===== src/rtl/write_buffer.sv =====
// rtl/write_buffer.sv - posted write-back queue draining to a 32x8 sync RAM, with read forwarding
// Optional WB_COALESCE_EN: a push to an already-queued address overwrites that entry in place.
module write_buffer #(
  parameter int DEPTH  = 4,
  parameter int ADDR_W = 5,
  parameter int DATA_W = 8
) (
  input  logic                   clock,
  input  logic                   reset,
  input  logic                   wb_valid,
  input  logic [ADDR_W-1:0]      wb_addr,
  input  logic [DATA_W-1:0]      wb_data,
  output logic                   wb_ready,
  input  logic                   rd_req,
  input  logic [ADDR_W-1:0]      rd_addr,
  output logic                   rd_ready,
  output logic                   rd_valid,
  output logic [DATA_W-1:0]      rd_data,
  output logic [ADDR_W-1:0]      ram_addr,
  output logic [DATA_W-1:0]      ram_data,
  output logic                   ram_wren,
  input  logic [DATA_W-1:0]      ram_q,
  output logic [$clog2(DEPTH):0] count,
  output logic                   full,
  output logic                   empty,
  output logic [1:0]             state
);
  localparam int PW = $clog2(DEPTH);
  localparam int CW = PW + 1;

  typedef enum logic [1:0] {
    IDLE    = 2'd0,
    WR      = 2'd1,
    RD_ADDR = 2'd2,
    RD_DATA = 2'd3
  } state_t;

  state_t cur, nxt;

  logic [ADDR_W-1:0] q_addr [DEPTH];
  logic [DATA_W-1:0] q_data [DEPTH];
  logic [PW-1:0]     head, tail;
  logic [CW-1:0]     cnt;

  logic              push, push_alloc, pop;
  logic              co_hit;
  logic [PW-1:0]     co_idx;
  logic              fwd_hit;
  logic [DATA_W-1:0] fwd_data;

  logic [ADDR_W-1:0] n_ram_addr;
  logic [DATA_W-1:0] n_ram_data;
  logic              n_ram_wren;
  logic              n_rd_valid;
  logic [DATA_W-1:0] n_rd_data;

  assign full     = (cnt == CW'(DEPTH));
  assign empty    = (cnt == '0);
  assign count    = cnt;
  assign state    = cur;
  assign rd_ready = (cur == IDLE);

  // Reads win over drains, so a pop only happens in IDLE with no request pending.
  assign pop        = (cur == IDLE) && !rd_req && !empty;
  assign push       = wb_valid && wb_ready;
  assign push_alloc = push && !co_hit;

`ifdef WB_COALESCE_EN
  always_comb begin
    co_hit = 1'b0;
    co_idx = '0;
    for (int k = 0; k < DEPTH; k++) begin
      if (CW'(k) < cnt && q_addr[head + PW'(k)] == wb_addr && !(pop && k == 0)) begin
        co_hit = 1'b1;
        co_idx = head + PW'(k);
      end
    end
  end
  assign wb_ready = !full || co_hit;
`else
  assign co_hit   = 1'b0;
  assign co_idx   = '0;
  assign wb_ready = !full;
`endif

  // Scan oldest to youngest so the last match wins; a same-cycle push is younger still.
  always_comb begin
    fwd_hit  = 1'b0;
    fwd_data = '0;
    for (int k = 0; k < DEPTH; k++) begin
      if (CW'(k) < cnt && q_addr[head + PW'(k)] == rd_addr) begin
        fwd_hit  = 1'b1;
        fwd_data = q_data[head + PW'(k)];
      end
    end
    if (push && wb_addr == rd_addr) begin
      fwd_hit  = 1'b1;
      fwd_data = wb_data;
    end
  end

  always_ff @(posedge clock) begin
    if (push_alloc) begin
      q_addr[tail] <= wb_addr;
      q_data[tail] <= wb_data;
    end else if (push && co_hit) begin
      q_data[co_idx] <= wb_data;
    end
  end

  always_ff @(posedge clock or posedge reset) begin
    if (reset) begin
      head <= '0;
      tail <= '0;
      cnt  <= '0;
    end else begin
      if (push_alloc) tail <= tail + 1'b1;
      if (pop)        head <= head + 1'b1;
      cnt <= cnt + CW'(push_alloc) - CW'(pop);
    end
  end

  always_ff @(posedge clock or posedge reset) begin
    if (reset) begin
      cur      <= IDLE;
      ram_addr <= '0;
      ram_data <= '0;
      ram_wren <= 1'b0;
      rd_valid <= 1'b0;
      rd_data  <= '0;
    end else begin
      cur      <= nxt;
      ram_addr <= n_ram_addr;
      ram_data <= n_ram_data;
      ram_wren <= n_ram_wren;
      rd_valid <= n_rd_valid;
      rd_data  <= n_rd_data;
    end
  end

  always_comb begin
    nxt = cur;
    case (cur)
      IDLE: begin
        if (rd_req)      nxt = fwd_hit ? IDLE : RD_ADDR;
        else if (!empty) nxt = WR;
      end
      WR:      nxt = IDLE;
      RD_ADDR: nxt = RD_DATA;
      RD_DATA: nxt = IDLE;
      default: nxt = IDLE;
    endcase
  end

  always_comb begin
    n_ram_addr = ram_addr;
    n_ram_data = ram_data;
    n_ram_wren = 1'b0;
    n_rd_valid = 1'b0;
    n_rd_data  = rd_data;
    case (cur)
      IDLE: begin
        if (rd_req) begin
          if (fwd_hit) begin
            n_rd_valid = 1'b1;
            n_rd_data  = fwd_data;
          end else begin
            n_ram_addr = rd_addr;
          end
        end else if (!empty) begin
          n_ram_addr = q_addr[head];
          n_ram_data = q_data[head];
          n_ram_wren = 1'b1;
        end
      end
      RD_DATA: begin
        n_rd_valid = 1'b1;
        n_rd_data  = ram_q;
      end
      default: ;
    endcase
  end

endmodule

===== config.mk =====
export PLATFORM = sky130hd
export DESIGN_NAME = write_buffer
export DESIGN_NICKNAME = d
export VERILOG_FILES = /design/src/rtl/write_buffer.sv
export SDC_FILE = /design/constraint.sdc
export NUM_CORES = 1
export LEC_CHECK = 0
export ABC_AREA = 0
export CORE_MARGIN = 2
export CORE_UTILIZATION = 51
export CTS_BUF_LIST = sky130_fd_sc_hd__clkbuf_16
export DETAILED_ROUTE_END_ITERATION = 12
export PLACE_DENSITY = 0.75
export SETUP_SLACK_MARGIN = 0.1
export SYNTH_ARGS = -nofsm -noshare
export SYNTH_HDL_FRONTEND = slang
export SYNTH_SLANG_ARGS = --single-unit

===== constraint.sdc =====
create_clock -name clock -period 2.65 [get_ports clock]
set_input_delay 0.3975 -clock clock [delete_from_list [all_inputs] [get_ports clock]]
set_output_delay 0.3975 -clock clock [all_outputs]
set_load 0.01 [all_outputs]

## Yosys cells after proc, flatten, opt, wreduce, memory -nomap -nowiden

Memory sizes are Yosys's and may differ from the RTL's.
Cells that the tools add are included.

- Input bits: 30
- Memories kept: 2
- Bits in registers: 32
- Output and inout port bits: 32
- Memory bits (writable): 52

Memory list:

| memory | depth | bits a word | rd ports | clocked after memory_dff | write ports | line | RTL |
|---|---|---|---|---|---|---|---|
| q_data | 4 | 8 | 4 | 0 | 1 | 41 | `logic [DATA_W-1:0] q_data [DEPTH];` |
| q_addr | 4 | 5 | 4 | 0 | 1 | 40 | `logic [ADDR_W-1:0] q_addr [DEPTH];` |

- $lt $le $gt $ge: 4
- Add/sub/neg operators: 6
- Reduce and logical (&&, ||, !) cells: 18
- Bitwise operators: 2
- Equality and inequality tests: 14
- Muxes and demuxes: 28

Operators by type and width:

| kind | number |
|---|---|
| $mux W8 | 7 |
| $eq A5 B5 Y1 | 5 |
| $pmux W8 S2 | 1 |
| $mux W5 | 3 |
| $mux W1 | 12 |
| $reduce_and A3 Y1 | 3 |
| $logic_and A1 B1 Y1 | 8 |
| $lt A1 B3 Y1 const A | 2 |
| $lt A2 B3 Y1 const A | 2 |
| $mux W2 | 3 |
| $ne A2 B2 Y1 const B | 3 |
| $pmux W2 S3 | 1 |
| $add A2 B1 Y2 const B | 2 |
| $add A2 B2 Y2 const B | 2 |
| $eq A2 B2 Y1 const B | 2 |
| $add A3 B1 Y3 | 1 |
| $eq A3 B3 Y1 const B | 1 |
| $logic_not A1 Y1 | 3 |
| $logic_not A3 Y1 | 1 |
| $ne A3 B3 Y1 const B | 1 |
| $sub A3 B1 Y3 | 1 |
| $eq A2 B1 Y1 const B | 1 |
| $logic_not A2 Y1 | 1 |
| $ne A2 B1 Y1 const B | 1 |
| other kinds (4) | 5 |

## Longest topological paths before layout

Gate-level depths: netlist of the first run.
An unclocked memory read counts as a cell.

- Depth after elaboration: 11
- Gate-level depth with buffers: 12
- Mapped depth without buffers: 11

## Worst setup path before layout of the first run

No wires, ideal clock.

- Path kind: register to register
- Start point: register head[0]
- End point: register rd_data[0]
- Slack: -246 ps
- Period minus slack after synthesis: 2896 ps
- Stages on the path, launching flop included: 11
- Arrival: 2771 ps
- Required time: 2525 ps
- Buffers on the path: 3
- Library setup time: 125 ps
- Path through: dfrtp_1 -> buf_6 -> buf_8 -> buf_12 -> mux4_2 -> xnor2_1 -> o21ai_1 -> o21ai_0 -> or4_4 -> a31oi_4 -> mux2_4

- Word-level cells in the longest chain between the ends: 11
- Elaborated cells between the ends (all ways): 28

Ends and longest elaborated chain:

| element | line | RTL |
|---|---|---|
| from (decl) | 42 | `logic [PW-1:0] head, tail;` |
| from (signal assigned) | 118 | `if (pop) head <= head + 1'b1;` |
| $add A2 B1 Y2 / $mem_v2 Z4 W5 (equally long branches) | -- |  |
| $mem_v2 Z4 W5 / $eq A5 B5 Y1 (equally long branches) | -- |  |
| $eq A5 B5 Y1 / $logic_and A1 B1 Y1 (equally long branches) | 91 | `if (CW'(k) < cnt && q_addr[head + PW'(k)] == rd_addr) begin` |
| $logic_and A1 B1 Y1 / $mux W8 (equally long branches) | 91 |  |
| $mux W8 (3 in series) | 91 |  |
| $mux W8 | 96 | `if (push && wb_addr == rd_addr) begin` |
| $mux W8 | 164 | `if (fwd_hit) begin` |
| $mux W8 | 163 | `if (rd_req) begin` |
| $pmux W8 S2 | 161 | `case (cur)` |
| to (signal assigned) | 137 | `rd_data <= n_rd_data;` |
| to (decl) | 18 | `output logic [DATA_W-1:0] rd_data,` |

Several ways; a longest one is shown, not always the timed one. The select of a mux whose other input is x is not followed.
A chain may end at the register's enable or synchronous reset.

## Worst setup path in the final report of the first run

- Start point: register head[0]
- End point: register rd_data[3]

Same word-level chain as after synthesis.

==> results_dict.tcl, run 1 <==
set metrics [dict create \
    drt-vias-per-instance 5.94 \
    clk-insertion-delay-late_ns 0.34 \
    clk_pin_slew_ns 0.06 \
    detail_route.iter0.violations 349 \
    drc_errors 0 \
    die-area_um2 11000 \
    final_area_um2 6770 \
    critPathArrivalTime_ns 3.04 \
    setup.worst_path.class "register to register" \
    setup-violations-final 15 \
    fin_cells 623 \
    syn-num-nets 424 \
    cts_tree "yes" \
    port_buffers 61 \
    synth.cell_area_um2 5200 \
    die_h_um 105 \
    maxSlewHeadroom_pct 44.7 \
    pin_count 62 \
    path_max_fanout 8 \
    grt.overflow.total 0 \
    yosys_warnings 0 \
    drt-total-wl_mm 12.1 \
    cap_violations 0 \
    root_buffer "clkbuf_16" \
    final.setup_skew_ns 0.00731 \
    hold_class "input pin to asynchronous set/reset pin" \
    synth_cell_types 47 \
    clock_path_buffers 2 \
    antenna_cells 0 \
    rsz0062_at_grt "true" \
    layout_setup_ws_ns -0.171 \
    start_util_pct 52.9 \
    dp_cells 598 \
    gp_congestion 0.823 \
    grt_pass1_vias 3594 \
    synthCells 382 \
    layout-drive-gt1-share_pct 35.5 \
    vias 3700 \
    ys_ff_latch 84 \
    critPathLaunchType "register" \
    cp-end-kind "register" \
    grt_pass1_wl_mm 19.2 \
    power.density_nw_per_um2 1150 \
    final_antenna_net_count 0 \
    ir_worst_vdd_v 0.000511 \
    syn_area_per_cell_um2 13.6 \
    timing_hold_violations_final 0 \
    die_w_um 105 \
    most-common-layout-cells "clkdlybuf4s50_1, buf_4, edfxtp_1" \
    syn2layout_area_growth_pct 30.3 \
    fin_crit_ns 2.82 \
    grt_usage_pct 22.6 \
    reg2reg_depth 11 \
    fp.coreArea_um2 9820 \
    dp_slack_ns -0.261 \
    maxSlewViolCount 0 \
    p_leak_nw 2.64 \
    violations "setup timing" \
    grt_max_degree 44 \
    worstMarginPinSlew_ns 0.830 \
    h-tree-depth 3 \
    power_w 0.00776 \
    first_pass_iters 5 \
    status "finished with violations" \
    antenna_found_initial 0 \
    fin_nets 527 \
    layout_commonest_cell "clkdlybuf4s50_1" \
    max_freq_mhz 354 \
    fin_crit_sh_pct 106 \
    placed_area_um2 6240 \
    dp_hpwl_mm 8.88 \
    rows 36 \
    cts_sinks 84 \
    required_ns 2.87 \
    cts_buffers 9 \
    yosysSeqAreaShare_pct 45.5 \
    routedWlPerCell_um 19.4 \
]
==> routing by layer <==
metal,global-route usage [%],vias up,share of wire [%]
met5,0,-,0
met3,5.55,16,7.3
met1,32.1,1858,44
met4,5.71,0,1.6
met2,35.3,144,47
li1,-,1682,-
==> synth_stat cells (all sizes together) <==
| cell | number | area [um2] |
|---|---|---|
| nand3 | 2 | 10.0 |
| nor3b | 2 | 15.0 |
| nor2b | 10 | 62.6 |
| a21o | 3 | 22.5 |
| o21bai | 1 | 11.3 |
| dfrtp | 32 | 801 |
| nand2b | 3 | 18.8 |
| a21oi | 12 | 60.1 |
| nor3 | 12 | 70.1 |
| xor2 | 13 | 114 |
| mux2 | 33 | 402 |
| a221oi | 13 | 114 |
| nand4 | 1 | 6.26 |
| o32ai | 8 | 70.1 |
| and3 | 1 | 6.26 |
| a211oi | 1 | 12.5 |
| or3 | 10 | 62.6 |
| clkbuf | 17 | 67.6 |
| nor4 | 1 | 6.26 |
| or2 | 1 | 6.26 |
| nand2 | 7 | 26.3 |
| o2111ai | 1 | 15.0 |
| xnor2 | 14 | 123 |
| mux2i | 11 | 110 |
| and2 | 5 | 31.3 |
| o21ai | 5 | 25.0 |
| a31oi | 5 | 46.3 |
| nor2 | 27 | 101 |
| inv | 13 | 48.8 |
| buf | 13 | 100 |
| ha | 11 | 138 |
| or4 | 1 | 11.3 |
| fa | 1 | 20.0 |
| mux4 | 40 | 901 |
| edfxtp | 52 | 1560 |
==> metrics by stage <==
step	hold WS (ns)	TNS, ns	util (%)
after floorplan	0.496	-2.12	-
after global placement	0.469	-2.47	63.5
after detailed placement	0.481	-2.75	63.5
after CTS	0.460	-1.88	67.1
after global routing	0.492	-2.90	68.9
final	0.445	-2.00	68.9
==> cell type report <==
type,instances,area (um2)
clock buffer,9,225
clock inverter,7,75.1
inverter,13,48.8
tap,133,166
fill,675,3050
timing repair buffer,122,1150
multi-input combinational,255,2740
sequential,84,2360
==> report_power, final <==
part	internal [W]	total, W	switching [W]
registers	0.00182	0.00207	0.000256
clock network	0.000734	0.00125	0.000517
logic	0.00245	0.00443	0.00199
total	0.00500	0.00776	0.00276
==> registers in the layout (all words and copies together), names as in the netlist <==
name      cells
ram_addr      5
state         2
count         3
tail          2
ram_data      8
rd_data       8
head          2
q_data       32
ram_wren      1
q_addr       20
rd_valid      1
==> logic make-up (layout without fill, tap and decap cells) <==
logic type                 count (synthesis)  count (layout)  share of synthesized area [%]
DFF                                       84              84                           45.5
adders and majority gates                 12              12                           3.03
and+or+nand+nor                           83              83                           8.36
buffers and inverters                     43             151                           4.17
xor gates and xnor gates                  27              27                           4.55
muxes                                     84              84                           27.2
AOI/OAI and AO/OA                         49              49                           7.25
==> path summary, 6_finish.rpt <==
path,startpoint,to,slack (ns)
min in group clock,ram_data[3],ram_data[3],0.51
max,head[0],rd_data[3],-0.17
max in group asynchronous,reset,head[1],1.87
max reg2reg,head[0],rd_data[3],-0.17
min,reset,ram_data[1],0.45
min reg2reg,ram_data[3],ram_data[3],0.51
==> critical path, stage by stage, from the launching register on <==
cell       delay [ns]
dfrtp_2          0.41
buf_12           0.14
buf_6            0.13
mux2i_1          0.29
buf_4            0.18
mux2i_1          0.08
o2111ai_2        0.25
o21ai_1          0.11
or4_4            0.47
a31oi_4          0.18
buf_12           0.15
mux2_4           0.29
==> what timing repair did <==
| action | 4_1_cts | 5_1_grt |
|---|---|---|
| buffers inserted | 3 | 5 |
| resized for setup | 2 | 23 |
| endpoints found under the hold margin | 0 | 0 |
| pin swaps | 1 | 3 |
| cloned | 0 | 1 |
| hold buffers | 0 | 0 |
| setup endpoints to repair | 14 | 15 |
Note: power is estimated with default switching activity, not from simulation.
==> run 2: changes to the inputs <==
MAX_ROUTING_LAYER = met4   (was default)
SKIP_LAST_GASP = 1   (was default)
==> results_dict.tcl, run 2 (same netlist as run 1, synthesis figures left out) <==
set metrics [dict create \
    cap_violations 0 \
    max_freq_mhz 356 \
    crit_start "head[0]" \
    maxSlewHeadroom_pct 44.8 \
    clock_path_buffers 2 \
    reg2reg_depth 10 \
    r2r_end "rd_data[3]" \
    status "finished with violations" \
    fin_nets 524 \
    timing_hold_violations_final 0 \
    antenna_cells 0 \
    grt_max_degree 44 \
    drc_errors 0 \
    grt_pass1_wl_mm 19.3 \
    layout_setup_ws_ns -0.160 \
    start_util_pct 52.9 \
    dp_hpwl_mm 8.88 \
    die_h_um 105 \
    drt-vias-per-instance 5.99 \
    clk-insertion-delay-late_ns 0.34 \
    largest_register_ffs 32 \
    final_antenna_net_count 0 \
    fp.coreArea_um2 9820 \
    root_buffer "clkbuf_16" \
    grt_usage_pct 23.3 \
    syn2layout_area_growth_pct 29.0 \
    ir_worst_vdd_v 0.000521 \
    cp_top_family "multiplexers" \
    critPathArrivalTime_ns 3.03 \
    fin_util_pct 68.3 \
    cts_sinks 84 \
    worstMarginPinSlew_ns 0.827 \
    multiInputGateArea_um2 2720 \
    fin_crit_sh_pct 106 \
    hold_class "input pin to asynchronous set/reset pin" \
    pin_count 62 \
    hold_slack_ns 0.447 \
    most-common-layout-cells "clkdlybuf4s50_1, buf_4, edfxtp_1" \
    grt_pass1_vias 3600 \
    dp_slack_ns -0.261 \
    required_ns 2.87 \
    vias 3714 \
    seq_area_um2 2360 \
    detail_route.iter0.violations 398 \
    crit_cells 10 \
    reg.largest.list "q_data: 32 flops, q_addr: 20 flops" \
    fillers 687 \
    antenna_found_initial 0 \
    regMostFlops "q_data" \
    gp_congestion 0.835 \
    die_w_um 105 \
    maxSlewViolCount 0 \
    finalSetupTns_ns -1.76 \
    p_leak_nw 2.61 \
    h-tree-depth 3 \
    final.setup_skew_ns 0.00746 \
    rsz0062_at_grt "true" \
    fin_crit_ns 2.81 \
    layout-drive-gt1-share_pct 34.7 \
    power_w 0.00764 \
    critPathBufInv 3 \
    cts_buffers 9 \
    layout_commonest_cell "clkdlybuf4s50_1" \
    cp_cell_sequence "buf_12 > buf_4 > mux4_2 > xnor2_1 > o2111ai_2 > o21ai_1 > or4_4 > a31oi_4 > buf_12 > mux2_4" \
    crit_end "rd_data[3]" \
    port_buffers 61 \
    die-area_um2 11000 \
    grt.overflow.total 0 \
    setup.worst_path.class "register to register" \
    clk_pin_slew_ns 0.06 \
    critPathMostFrequentCell "buf_12" \
    setup-violations-final 14 \
    cts_tree "yes" \
    power.density_nw_per_um2 1140 \
    critPathLaunchType "register" \
    routedWlPerCell_um 19.2 \
    critPathSlowestCell "mux4_2" \
    violations "setup timing" \
    first_pass_iters 5 \
    rows 36 \
    drt-total-wl_mm 11.9 \
    cp-end-kind "register" \
    ctsHoldBuffers 0 \
    critPathMaxStageDelay_ns 0.54 \
    r2r_setup_slack_ns -0.16 \
    path_max_fanout 13 \
    timing.rr.start "head[0]" \
]
-- run 2: cell count changes in the layout (fill, tap and decap cells not counted), sizes merged --
| cell | delta |
|---|---|
| buf | -2 |
| clkbuf | -1 |
-- run 2: where the power goes --
group	switching (W)	total (W)	internal, W
Combinational	0.00197	0.00433	0.00236
Clock	0.000515	0.00125	0.000734
Sequential	0.000250	0.00207	0.00182
-- run 2: worst min-delay path by stage --
stage           startpoint      endpoint  slack, ns  cells past startpoint
2_1_floorplan   wb_addr[0]  q_addr[0][0]       0.50                      0
3_3_place_gp   ram_addr[2]   ram_addr[2]       0.47                      1
3_5_place_dp   ram_addr[4]   ram_addr[4]       0.48                      1
4_1_cts              reset   ram_data[4]       0.46                      3
5_1_grt              reset   ram_data[1]       0.49                      3
6_report             reset   ram_data[1]       0.45                      3
-- run 2: worst reg2reg max path, cell delays in order (launching register included) --
cell       delay [ns]
dfrtp_2          0.38
buf_12           0.15
buf_4            0.14
mux4_2           0.54
xnor2_1          0.16
o2111ai_2        0.12
o21ai_1          0.11
or4_4            0.47
a31oi_4          0.18
buf_12           0.15
mux2_4           0.30
-- run 2: area by class of cell --
class,count,share of cell area [%]
clock buffers,9,3.36
clock inverters,7,1.12
inverters,13,0.728
multi-input cells,255,40.6
flip-flops and latches,84,35.3
well taps,133,2.48
repair buffers,119,16.4
-- run 2: per-stage QoR --
step | instances | area, um2
floorplan | 382 | 5200
global placement | 598 | 6240
detailed placement | 598 | 6240
CTS | 617 | 6590
global route | 620 | 6700
finish | 620 | 6700
-- run 2: repair_timing --
item,in CTS,in global routing
setup endpoints to repair,14,15
resized for setup,2,17
cloned,0,0
buffers inserted,3,3
pin swaps,1,1
-- run 2: layer usage --
layer  vias up  share of wire [%]  GRT usage [%]
li1       1672                  -              -
met1      1869                 44           31.9
met2       155                 47           35.4
met3        18                7.0           6.30
met4         0                1.6           5.14
met5         -                  0              -
==> run 3: changes to the inputs <==
ABC_AREA = 1   (was 0)
CORE_UTILIZATION = 52   (was 51)
PLACE_DENSITY = 0.76   (was 0.75)
==> results_dict.tcl, run 3 <==
set metrics [dict create \
    grt_usage_pct 26.1 \
    final_antenna_net_count 0 \
    grt_pass1_wl_mm 22.6 \
    power.internal_w 0.00412 \
    synth_compound_area_share_pct 10.5 \
    synth_common_cells "nand2_1, o21ai_0, inv_1" \
    most-common-layout-cells "nand2_1, o21ai_0, inv_1" \
    dp_hpwl_mm 10.3 \
    synthMuxAreaShare_pct 0 \
    synth_xor_area_share_pct 1.27 \
    die_w_um 107 \
    yosysSeqAreaShare_pct 42.8 \
    final_area_um2 6590 \
    synthAdderAreaFrac_pct 2.86 \
    gp_congestion 0.931 \
    root_buffer "clkbuf_16" \
    antenna_found_initial 0 \
    synth_cell_types 33 \
    clk_pin_slew_ns 0.06 \
    synthTopCellsByArea "edfxtp_1, nand2_1, dfrtp_1" \
    regMostFlops "q_data" \
    dr_wl_met3_um 916 \
    hold_class "input pin to asynchronous set/reset pin" \
    dp_cells 952 \
    port_buffers 61 \
    synth_top_family_by_area "simple AND/OR/NAND/NOR gates" \
    fin_crit_sh_pct 87.2 \
    synthCells 769 \
    die_h_um 107 \
    ys_ff_latch 84 \
    start_util_pct 53.5 \
    power.density_nw_per_um2 1170 \
    drc_errors 0 \
    ir_worst_vdd_v 0.000556 \
    p_clk_share_pct 15.5 \
    share_seq_of_total_power_pct 26.6 \
    drt-vias-per-instance 5.28 \
    clock_path_buffers 2 \
    cts_sinks 84 \
    maxSlewViolCount 0 \
    h-tree-depth 3 \
    rows 37 \
    cts_setup_buffers 0 \
    vias 5117 \
    path_max_fanout 27 \
    seq_area_um2 2360 \
    drt-total-wl_mm 14.0 \
    timing_hold_violations_final 0 \
    setup.worst_path.class "register to register" \
    placed_area_um2 6270 \
    critPathArrivalTime_ns 2.54 \
    fin_nets 870 \
    setup-violations-final 0 \
    fillers 898 \
    wl_met2_mm 6.23 \
    r2r_end "rd_data[7]" \
    fin_crit_ns 2.31 \
    synth_top_area_share_pct 28.3 \
    fp.coreArea_um2 10300 \
    cap_violations 0 \
    synthArstFlopShare_pct 38.1 \
    finalSetupTns_ns 0 \
    max_freq_mhz 433 \
    first_pass_iters 6 \
    cp-end-kind "register" \
    crit_start "head[0]" \
    syn2layout_area_growth_pct 19.4 \
    synthFlopType "edfxtp_1" \
    die-area_um2 11500 \
    combPwrFrac_pct 57.9 \
    swShare_pct 46.4 \
    critPathLaunchType "register" \
    clk-insertion-delay-late_ns 0.34 \
    layout_commonest_cell "nand2_1" \
    worstMarginPinSlew_ns 0.654 \
    syn_area_per_cell_um2 7.18 \
    synth.cell_area_um2 5520 \
    grt_pass1_vias 4697 \
    timing.rr.start "head[0]" \
    wl_met1_mm 6.67 \
    pin_count 62 \
    largest_register_ffs 32 \
    synth-edff-count 52 \
    p_leak_nw 3.18 \
    reg2reg_depth 15 \
    synth_most_common_cell "nand2_1" \
    cts_buffers 9 \
    synth_area_leader_cell "edfxtp_1" \
    detail_route.iter0.violations 448 \
    crit_end "rd_data[7]" \
    antenna_cells 0 \
    maxSlewHeadroom_pct 56.4 \
    multiInputGateArea_um2 2650 \
    highest_layer "met4" \
    grt.overflow.total 0 \
    reg.largest.list "q_data: 32 flops, q_addr: 20 flops" \
    grt_max_degree 49 \
    routedWlPerCell_um 14.5 \
    fin_util_pct 63.8 \
    cts_tree "yes" \
    fin_cells 969 \
    final.setup_skew_ns 0.00453 \
    p_switching_w 0.00357 \
    layout-drive-gt1-share_pct 7.80 \
    synth-simple-area-share_pct 33.0 \
    required_ns 2.88 \
    yosys_warnings 0 \
    r2r_setup_slack_ns 0.34 \
    rsz0062_at_grt "false" \
    syn-num-nets 811 \
    status "finished, final reports clean" \
]
==> run 3: layout make-up <==
cell class,instances,share of cell area [%]
multi-input cells,562,40.2
flip-flops and latches,84,35.9
repair buffers,83,12.1
inverters,88,5.01
clock buffers,10,3.80
well taps,136,2.58
clock inverters,6,0.456
==> run 3: per-stage QoR <==
step | hold slack (ns) | power [W] | worst slack (ns)
after floorplan | 0.496 | 0.00506 | 0.385
after CTS | 0.464 | 0.00758 | 0.136
after global placement | 0.475 | 0.00623 | 0.121
after global routing | 0.495 | 0.00836 | 0.113
final | 0.444 | 0.00769 | 0.339
after detailed placement | 0.474 | 0.00638 | 0.103
==> run 3: worst min path at each step <==
stage / to / startpoint / slack [ns] / depth (start not counted)
5_1_grt: rd_data[2] / reset / 0.49 / 3
6_report: rd_data[2] / reset / 0.44 / 3
4_1_cts: rd_data[2] / reset / 0.46 / 3
3_3_place_gp: ram_data[2] / ram_data[2] / 0.48 / 2
2_1_floorplan: q_addr[0][0] / wb_addr[0] / 0.50 / 0
3_5_place_dp: ram_data[2] / ram_data[2] / 0.47 / 2
==> run 3: cell families after synthesis <==
logic type | after synthesis
AOI/OAI and AO/OA | 107
xor gates and xnor gates | 8
adders and majority gates | 12
buffers and inverters | 124
DFF | 84
and+or+nand+nor | 434
==> run 3: worst max-delay path: stages (launching register included) <==
cell and delay (ns):
dfrtp_2 0.41, buf_4 0.30, nand2_1 0.13, nand3_1 0.13, nand3_1 0.09, a21oi_1 0.27, nand3_2 0.13, buf_4 0.21
nor2_1 0.10, nor2_1 0.04, nand2_1 0.06, nand2_1 0.07, nand2_1 0.06, nand2_1 0.06, nand2_1 0.05, nand2_1 0.04
==> run 3: layer usage <==
layer,vias up,GRT usage [%]
met5,-,-
met4,0,9.93
met3,19,2.80
met2,214,39.2
met1,2300,36.5
li1,2584,-
==> run 3: what timing repair did <==
item,CTS,global route
endpoints found under the hold margin,0,0
hold buffers,0,0
gates resized for setup,0,10
endpoints found under the setup margin,0,15
==> run 3: power by group through the flow <==
| stage | Clock (W) | Combinational (W) | Sequential, W |
|---|---|---|---|
| global placement | 0 | 0.00418 | 0.00205 |
| global route | 0.00126 | 0.00501 | 0.00210 |
| CTS | 0.00120 | 0.00434 | 0.00205 |
| finish | 0.00119 | 0.00445 | 0.00205 |
| floorplan | 0 | 0.00294 | 0.00212 |
| detailed placement | 0 | 0.00431 | 0.00207 |
